==> src/rtl/decade_run_ctrl.sv <==
// Run controller for a chain of cascaded BCD decade counters.
// Start/stop/clear sequencing, target compare and chain carry.
module decade_run_ctrl #(
   parameter int NDIG         = 2,
   parameter bit AUTO_RESTART = 1'b0
) (
   input  logic              clk,
   input  logic              reset,
   input  logic              start,
   input  logic              stop,
   input  logic              clear,
   input  logic              tick,
   input  logic [4*NDIG-1:0] target,
   output logic [4*NDIG-1:0] bcd,
   output logic              running,
   output logic              done,
   output logic              z,
   output logic              err
);

   localparam int W = 4 * NDIG;

   typedef enum logic [1:0] {
      IDLE,
      RUN,
      PAUSE,
      DONE
   } state_t;

   state_t         state;
   logic [W-1:0]   tgt;
   logic [W-1:0]   inc_bcd;
   logic           carry;
   logic           all9;
   logic           tgt_ok;
   logic           hit;

   // Ripple the decade carry: digit i moves only when all lower digits are 9
   always_comb begin
      inc_bcd = bcd;
      carry   = 1'b1;
      for (int i = 0; i < NDIG; i++) begin
         if (carry) begin
            if (bcd[4*i +: 4] == 4'd9)
               inc_bcd[4*i +: 4] = 4'd0;
            else
               inc_bcd[4*i +: 4] = bcd[4*i +: 4] + 4'd1;
         end
         carry = carry && (bcd[4*i +: 4] == 4'd9);
      end
      all9 = carry;
   end

   always_comb begin
      tgt_ok = 1'b1;
      for (int i = 0; i < NDIG; i++) begin
         if (target[4*i +: 4] > 4'd9)
            tgt_ok = 1'b0;
      end
   end

   assign hit = (inc_bcd == tgt);

   always_ff @(posedge clk or posedge reset) begin
      if (reset) begin
         state   <= IDLE;
         bcd     <= '0;
         tgt     <= '0;
         running <= 1'b0;
         done    <= 1'b0;
         z       <= 1'b0;
         err     <= 1'b0;
      end else begin
         z   <= 1'b0;
         err <= 1'b0;
         if (AUTO_RESTART)
            done <= 1'b0;
         if (clear) begin
            state   <= IDLE;
            bcd     <= '0;
            done    <= 1'b0;
            running <= 1'b0;
         end else begin
            unique case (state)
               RUN: begin
                  if (stop) begin
                     state   <= PAUSE;
                     running <= 1'b0;
                  end else if (tick) begin
                     z <= all9;
                     if (hit) begin
                        done <= 1'b1;
                        if (AUTO_RESTART) begin
                           bcd <= '0;
                        end else begin
                           bcd     <= tgt;
                           state   <= DONE;
                           running <= 1'b0;
                        end
                     end else begin
                        bcd <= inc_bcd;
                     end
                  end
               end
               PAUSE: begin
                  if (start) begin
                     state   <= RUN;
                     running <= 1'b1;
                  end
               end
               IDLE, DONE: begin
                  // DONE keeps its level if a restart is rejected
                  if (start) begin
                     if (tgt_ok) begin
                        tgt     <= target;
                        bcd     <= '0;
                        state   <= RUN;
                        running <= 1'b1;
                        done    <= 1'b0;
                     end else begin
                        err <= 1'b1;
                     end
                  end
               end
               default: begin
                  state   <= IDLE;
                  running <= 1'b0;
               end
            endcase
         end
      end
   end

endmodule

==> config.mk <==
export PLATFORM = sky130hd
export DESIGN_NAME = decade_run_ctrl
export DESIGN_NICKNAME = d
export VERILOG_FILES = /design/src/rtl/decade_run_ctrl.sv
export SDC_FILE = /design/constraint.sdc
export NUM_CORES = 1
export LEC_CHECK = 0
export ABC_AREA = 1
export ABC_CLOCK_PERIOD_IN_PS = 2700
export CAP_MARGIN = 20
export CORE_ASPECT_RATIO = 1.75
export CORE_MARGIN = 2
export CORE_UTILIZATION = 33
export DETAILED_ROUTE_END_ITERATION = 16
export PLACE_DENSITY_LB_ADDON = 0.2
export SYNTH_ARGS = -nofsm -noshare
export SYNTH_HDL_FRONTEND = slang
export SYNTH_SLANG_ARGS = --single-unit
==> constraint.sdc <==
create_clock -name clk -period 2.7 [get_ports clk]
set_input_delay 0.54 -clock clk [delete_from_list [all_inputs] [get_ports clk]]
set_output_delay 0.54 -clock clk [all_outputs]
set_load 0.005 [all_outputs]
==> results of run 1 <==
[synthesized netlist by cell type, drive strengths merged]
master / number / area share (%)
a21oi: 7 / 2.4
buf: 2 / 0.70
clkbuf: 2 / 0.53
dfrtp: 22 / 38
ha: 4 / 3.5
inv: 30 / 7.9
mux2: 2 / 1.6
nand2: 68 / 19
nand3: 22 / 8.4
nand3b: 1 / 0.53
nand4: 3 / 1.3
nor2: 19 / 7.3
nor4: 1 / 0.44
o21a: 1 / 0.53
o21ai: 7 / 2.4
o22ai: 1 / 0.44
o41ai: 5 / 3.1
or2: 1 / 0.44
xor2: 1 / 0.61
[metrics by stage]
stage	setup WS [ns]	utilization [%]
after global routing	0.433	43.2
after floorplan	0.962	-
final	0.607	43.2
after CTS	0.603	43.2
after detailed placement	0.339	41.9
after global placement	0.406	41.9
[kinds of logic (layout without fill, tap and decap cells)]
kind of cell	after synthesis	count (layout)	share of synthesized area, %
AO/OA/AOI/OAI	21	21	8.92
XOR/XNOR	1	1	0.613
adder cells (fa/ha/maj)	4	4	3.50
buffers and inverters	34	61	9.10
flip-flops	22	22	38.5
multiplexers	2	2	1.57
AND/OR/NAND/NOR	115	115	37.8
[power by group through the flow]
| stage | sequential [W] | clock, W | combinational [W] |
|---|---|---|---|
| floorplan | 0.000481 | 0 | 0.000385 |
| global placement | 0.000491 | 0 | 0.000551 |
| detailed placement | 0.000496 | 0 | 0.000550 |
| CTS | 0.000489 | 0.000254 | 0.000553 |
| global route | 0.000504 | 0.000266 | 0.000620 |
| finish | 0.000487 | 0.000247 | 0.000549 |
[placed cells by master (no fill, tap or decap), types with 2 or more instances in the layout]
cell	n
nand2_2	9
nor2_1	14
buf_4	2
inv_1	28
inv_2	2
o41ai_1	5
nand4_1	3
nand2_1	59
nor2_4	4
nand3_1	20
nand3_2	2
a21oi_1	7
clkdlybuf4s50_1	25
ha_1	4
clkbuf_8	4
o21ai_0	7
dfrtp_1	22
mux2_2	2
[worst max-delay path, delay by kind of cell, from the launching register on]
kind,cells,cell delay [ns]
AND/OR/NAND/NOR,2,0.57
adder cells (fa/ha/maj),1,0.43
flip-flops,1,0.38
multiplexers,1,0.40
buffers and inverters,2,0.19
[cell type report]
| class | instances | share of cell area (%) |
|---|---|---|
| Sequential cell | 22 | 30.7 |
| Timing Repair Buffer | 27 | 14.8 |
| Inverter | 30 | 6.28 |
| Clock buffer | 4 | 3.07 |
| Multi-Input combinational cell | 143 | 41.8 |
| Tap cell | 49 | 3.42 |
[routing by layer]
metal  wire [um]  share of wire [%]  GRT usage (%)
met1        1430                 42           19.5
met2        1770                 52           26.6
met3          79                2.3           1.97
met4         125                3.7           8.55
met5           0                  0              0
[worst paths after layout]
check	from	end	depth (start not counted)
setup / recovery	state[0]	tgt[0]	6
hold / removal	running	running	2
setup reg to reg	state[0]	tgt[0]	6
hold reg to reg	running	running	2
max in group asynchronous	reset	tgt[5]	3
min in group asynchronous	reset	running	3
[flip-flops by register name, indices dropped and copies added, names as in the netlist]
name	flops
state	2
done	1
bcd	8
err	1
z	1
running	1
tgt	8
==> reports/qor.yml, run 1 <==
cts_buffer_depth: 2
finalWirelength_um: 3410
avgRoutedWirePerCell_um: 12.4
swShare_pct: 40.2
max_freq_mhz: 478
antenna_found_initial: 0
end_kind: "register"
dieArea_um2: 4900
area_delta_synth_final_pct: 25.5
cts_tree: "done"
port_buffers: 25
firstDrtPassIters: 6
crit_type: "register to register"
required_ns: 2.86
dp_hpwl_um: 2710
cts_max_level: 1
design_area_um2: 1790
syn_area_um2: 1430
grt_pass1_vias: 1277
numCtsBuffers: 3
cp_max_fo: 14
dieHeight_um: 91.1
multiInputGateArea_um2: 749
hold_slack_ns: 0.488
postRouteAntennaNets: 0
coreArea_um2: 4150
cpPeakStageDelay_ns: 0.43
pwr-share-clk_pct: 19.3
max_cap_viol_count: 0
overflow: 0
ys_seq_elements: 22
ir_drop_v: 0.000440
finalPower_w: 0.00128
fin_setup_tns_ns: 0
drc: 0
viasPerCell: 4.84
yosys_warnings: 0
rows: 31
p_leak_nw: 0.879
holdBufCountCts: 0
tightest_slew_ns: 0.492
start_util_pct: 34.5
insertedDiodeCount: 0
final_nets: 245
seq_area_um2: 551
rrSetupSlack_ns: 0.61
placed_cell_area_um2: 1740
synth_nets: 217
cts-root-buf: "clkbuf_8"
critical_path.slowest_cell: "ha_1"
cts_resized: 0
cts_setup_buffers: 0
crit_chain: "inv_1, ha_1, inv_1, nor2_1, nand3_1, mux2_2"
status: "finished clean"
rsz0062_at_grt: "no"
ioPinCount: 26
drive_above_1_share_pct: 11.9
syn_inst: 199
syn_avg_cell_area_um2: 7.19
vias: 1331
slew-limit-headroom_pct: 67.1
internal_power_w: 0.000767
switchingPower_w: 0.000516
ys_seq_area_share_pct: 38.5
fill_cells: 430
arrival_ns: 2.25
sequentialPowerShare_pct: 38.0
grt_util_all_layers_pct: 16.2
slew_violations: 0
crit_path_frequent_cell: "inv_1"
min_period_ns: 2.09
final.period_utilization_pct: 77.5
dp_cells: 271
place_congestion: 0.784
grt_max_degree: 23
grt_pass1_wl_um: 5800
clock_skew_ns: 0.00958
yosysUniqueCellTypes: 24
clkLatencyLatePin_ns: 0.28
hold_violations: 0
hold_path_class: "register to register"
setup_violations: 0
pwr_density_cell_nw_per_um2: 715
cts_sinks: 22
drtIter0Drc: 30
clkTransAtPathRegs_ns: 0.09
final_cells: 275
die_w_um: 53.8
critPathLaunchType: "register"
share_comb_of_total_power_pct: 42.8
(Power assumes the default switching activity.)
==> run 2, diff against run 1 <==
--- a/config.mk
+++ b/config.mk
@@ -6,7 +6,7 @@
 export NUM_CORES = 1
 export LEC_CHECK = 0
 export ABC_AREA = 1
-export ABC_CLOCK_PERIOD_IN_PS = 2700
+export ABC_CLOCK_PERIOD_IN_PS = 1900
 export CAP_MARGIN = 20
 export CORE_ASPECT_RATIO = 1.75
 export CORE_MARGIN = 2
==> constraint.sdc (replaced) <==
create_clock -name clk -period 1.9 [get_ports clk]
set_input_delay 0.38 -clock clk [delete_from_list [all_inputs] [get_ports clk]]
set_output_delay 0.38 -clock clk [all_outputs]
set_load 0.005 [all_outputs]
==> reports/qor.yml, run 2 (synthesis gave the netlist of run 1 again) <==
arrival_ns: 1.91  # -0.34 ns
drtIter0Drc: 18  # -40%
area_delta_synth_final_pct: 40.7
crit_path_frequent_cell: "nand2_2"
ioPinCount: 26  # unchanged
startpoint: "bcd[1]"
hold_violations: 0  # unchanged
dieArea_um2: 4900  # unchanged
internal_power_w: 0.00125  # +63%
slew-limit-headroom_pct: 80.3  # +13 points
max_cap_viol_count: 0  # unchanged
hold_path_class: "input pin to asynchronous set/reset pin"
port_buffers: 25  # unchanged
end_kind: "register"
antenna_found_initial: 0  # unchanged
min_period_ns: 1.75  # -0.343 ns
clkTransAtPathRegs_ns: 0.09  # about the same
timing.rr.end: "running"
ir_drop_v: 0.000725  # +65%
max_freq_mhz: 572  # +20%
viasPerCell: 4.78  # -1.2%
critical_path.slowest_cell: "dfrtp_2"
p_leak_nw: 0.972  # +10%
numCtsBuffers: 3  # unchanged
final_nets: 260  # +6.1%
critPathLaunchType: "register"
grt_pass1_wl_um: 5840  # +0.83%
start_util_pct: 34.5  # unchanged
sequentialPowerShare_pct: 34.1  # -3.9 points
finalWirelength_um: 3470  # +1.9%
crit_path_end: "running"
coreArea_um2: 4150  # unchanged
drive_above_1_share_pct: 26.6  # +15 points
dp_hpwl_um: 2760  # +1.8%
firstDrtPassIters: 5  # -1
postRouteAntennaNets: 0  # unchanged
status: "finished clean"
grt_pass1_vias: 1341  # +5.0%
required_ns: 2.06  # -0.80 ns
switchingPower_w: 0.000759  # +47%
final.period_utilization_pct: 92.1  # +15 points
crit_type: "register to register"
hold_slack_ns: 0.443  # -0.0445 ns
slew_violations: 0  # unchanged
drc: 0  # unchanged
place_congestion: 0.743  # -5.3%
largestRegisters: "bcd (8), tgt (8), state (2)"
clkLatencyLatePin_ns: 0.27  # about the same
cpPeakStageDelay_ns: 0.45  # +0.02 ns
insertedDiodeCount: 0  # unchanged
vias: 1387  # +4.2%
crit_chain: "buf_4, nor2_4, nand2_4, nand2_2, nand2_2, nand2_1, nand2_1, inv_1, nand2_2, nor2_4, nand3_2, nand2_4, nand2_4, nand2_2, nand2_1"
design_area_um2: 2010  # +12%
avgRoutedWirePerCell_um: 12.0  # -3.3%
cts_buffer_depth: 2  # unchanged
tightest_slew_ns: 0.296  # -0.196 ns
r2r_cells: 15  # +9
rrSetupSlack_ns: 0.15  # -0.46 ns
grt_max_degree: 23  # unchanged
holdBufCountCts: 0  # unchanged
share_comb_of_total_power_pct: 44.0  # +1.2 points
setup_violations: 0  # unchanged
cp_max_fo: 5  # -9
swShare_pct: 37.8  # -2.4 points
pwr_density_cell_nw_per_um2: 998  # +40%
cts_max_level: 1  # unchanged
final_cell_mix: "51 x nand2_1, 26 x inv_1, 25 x clkdlybuf4s50_1"
grt_util_all_layers_pct: 15.7  # -0.46 points
pwr-share-clk_pct: 21.9  # +2.6 points
rows: 31  # unchanged
cts_tree: "done"
cts-root-buf: "clkbuf_8"
overflow: 0  # unchanged
r2r-start: "bcd[1]"
final_common_cell: "nand2_1"
rsz0062_at_grt: "yes"
cts_sinks: 22  # unchanged
placed_cell_area_um2: 1820  # +4.7%
dieHeight_um: 91.1  # unchanged
clock_skew_ns: 0.00882  # -0.000760 ns
die_w_um: 53.8  # unchanged
## run 2: through the flow
step / setup WS (ns) / power, W / util [%] / cells / TNS [ns]
floorplan: 0.162 / 0.00123 / - / 199 / 0
global placement: -0.0275 / 0.00152 / 43.9 / 282 / -0.123
detailed placement: -0.0638 / 0.00153 / 43.9 / 282 / -0.341
CTS: 0.0117 / 0.00197 / 45.6 / 286 / 0
global route: -0.0174 / 0.00219 / 48.5 / 290 / -0.0280
finish: 0.150 / 0.00201 / 48.5 / 290 / 0
## run 2: final cells by class
cell class	instances	area [um^2]
Sequential cell	22	557
Fill cell	440	2140
Timing Repair Buffer	42	378
Clock buffer	3	41.3
Multi-Input combinational cell	143	832
Tap cell	49	61.3
Clock inverter	1	30.0
Inverter	30	113
## run 2: critical path, delay by kind of cell, from the launching register on
kind,cells,cell delay [ns]
and+or+nand+nor,13,0.97
DFF,1,0.45
buffers and inverters,2,0.20
## run 2: how the worst min path moves through the flow
| stage | start | end | cells after the start |
|---|---|---|---|
| global route | reset | err | 3 |
| CTS | reset | err | 3 |
| finish | reset | tgt[7] | 3 |
| detailed placement | done | done | 2 |
| floorplan | reset | bcd[0] | 1 |
| global placement | running | running | 2 |
## run 2: layer usage
layer | wire length, um | GRT usage, %
met5 | 0 | 0
met4 | 45 | 5.13
met3 | 60 | 1.48
met2 | 1990 | 28.0
met1 | 1370 | 18.5
## run 2: power by group through the flow
stage	clock, W	sequential [W]	combinational, W
2_1_floorplan	0	0.000683	0.000548
3_3_place_gp	0	0.000698	0.000823
3_5_place_dp	0	0.000700	0.000826
4_1_cts	0.000452	0.000691	0.000829
5_1_grt	0.000467	0.000704	0.00102
6_report	0.000439	0.000685	0.000883
## run 2: repair_timing
action                                 CTS  global route
setup endpoints to repair                0             8
resized for setup                        0            28
setup buffers                            0             4
endpoints found under the hold margin    0             0
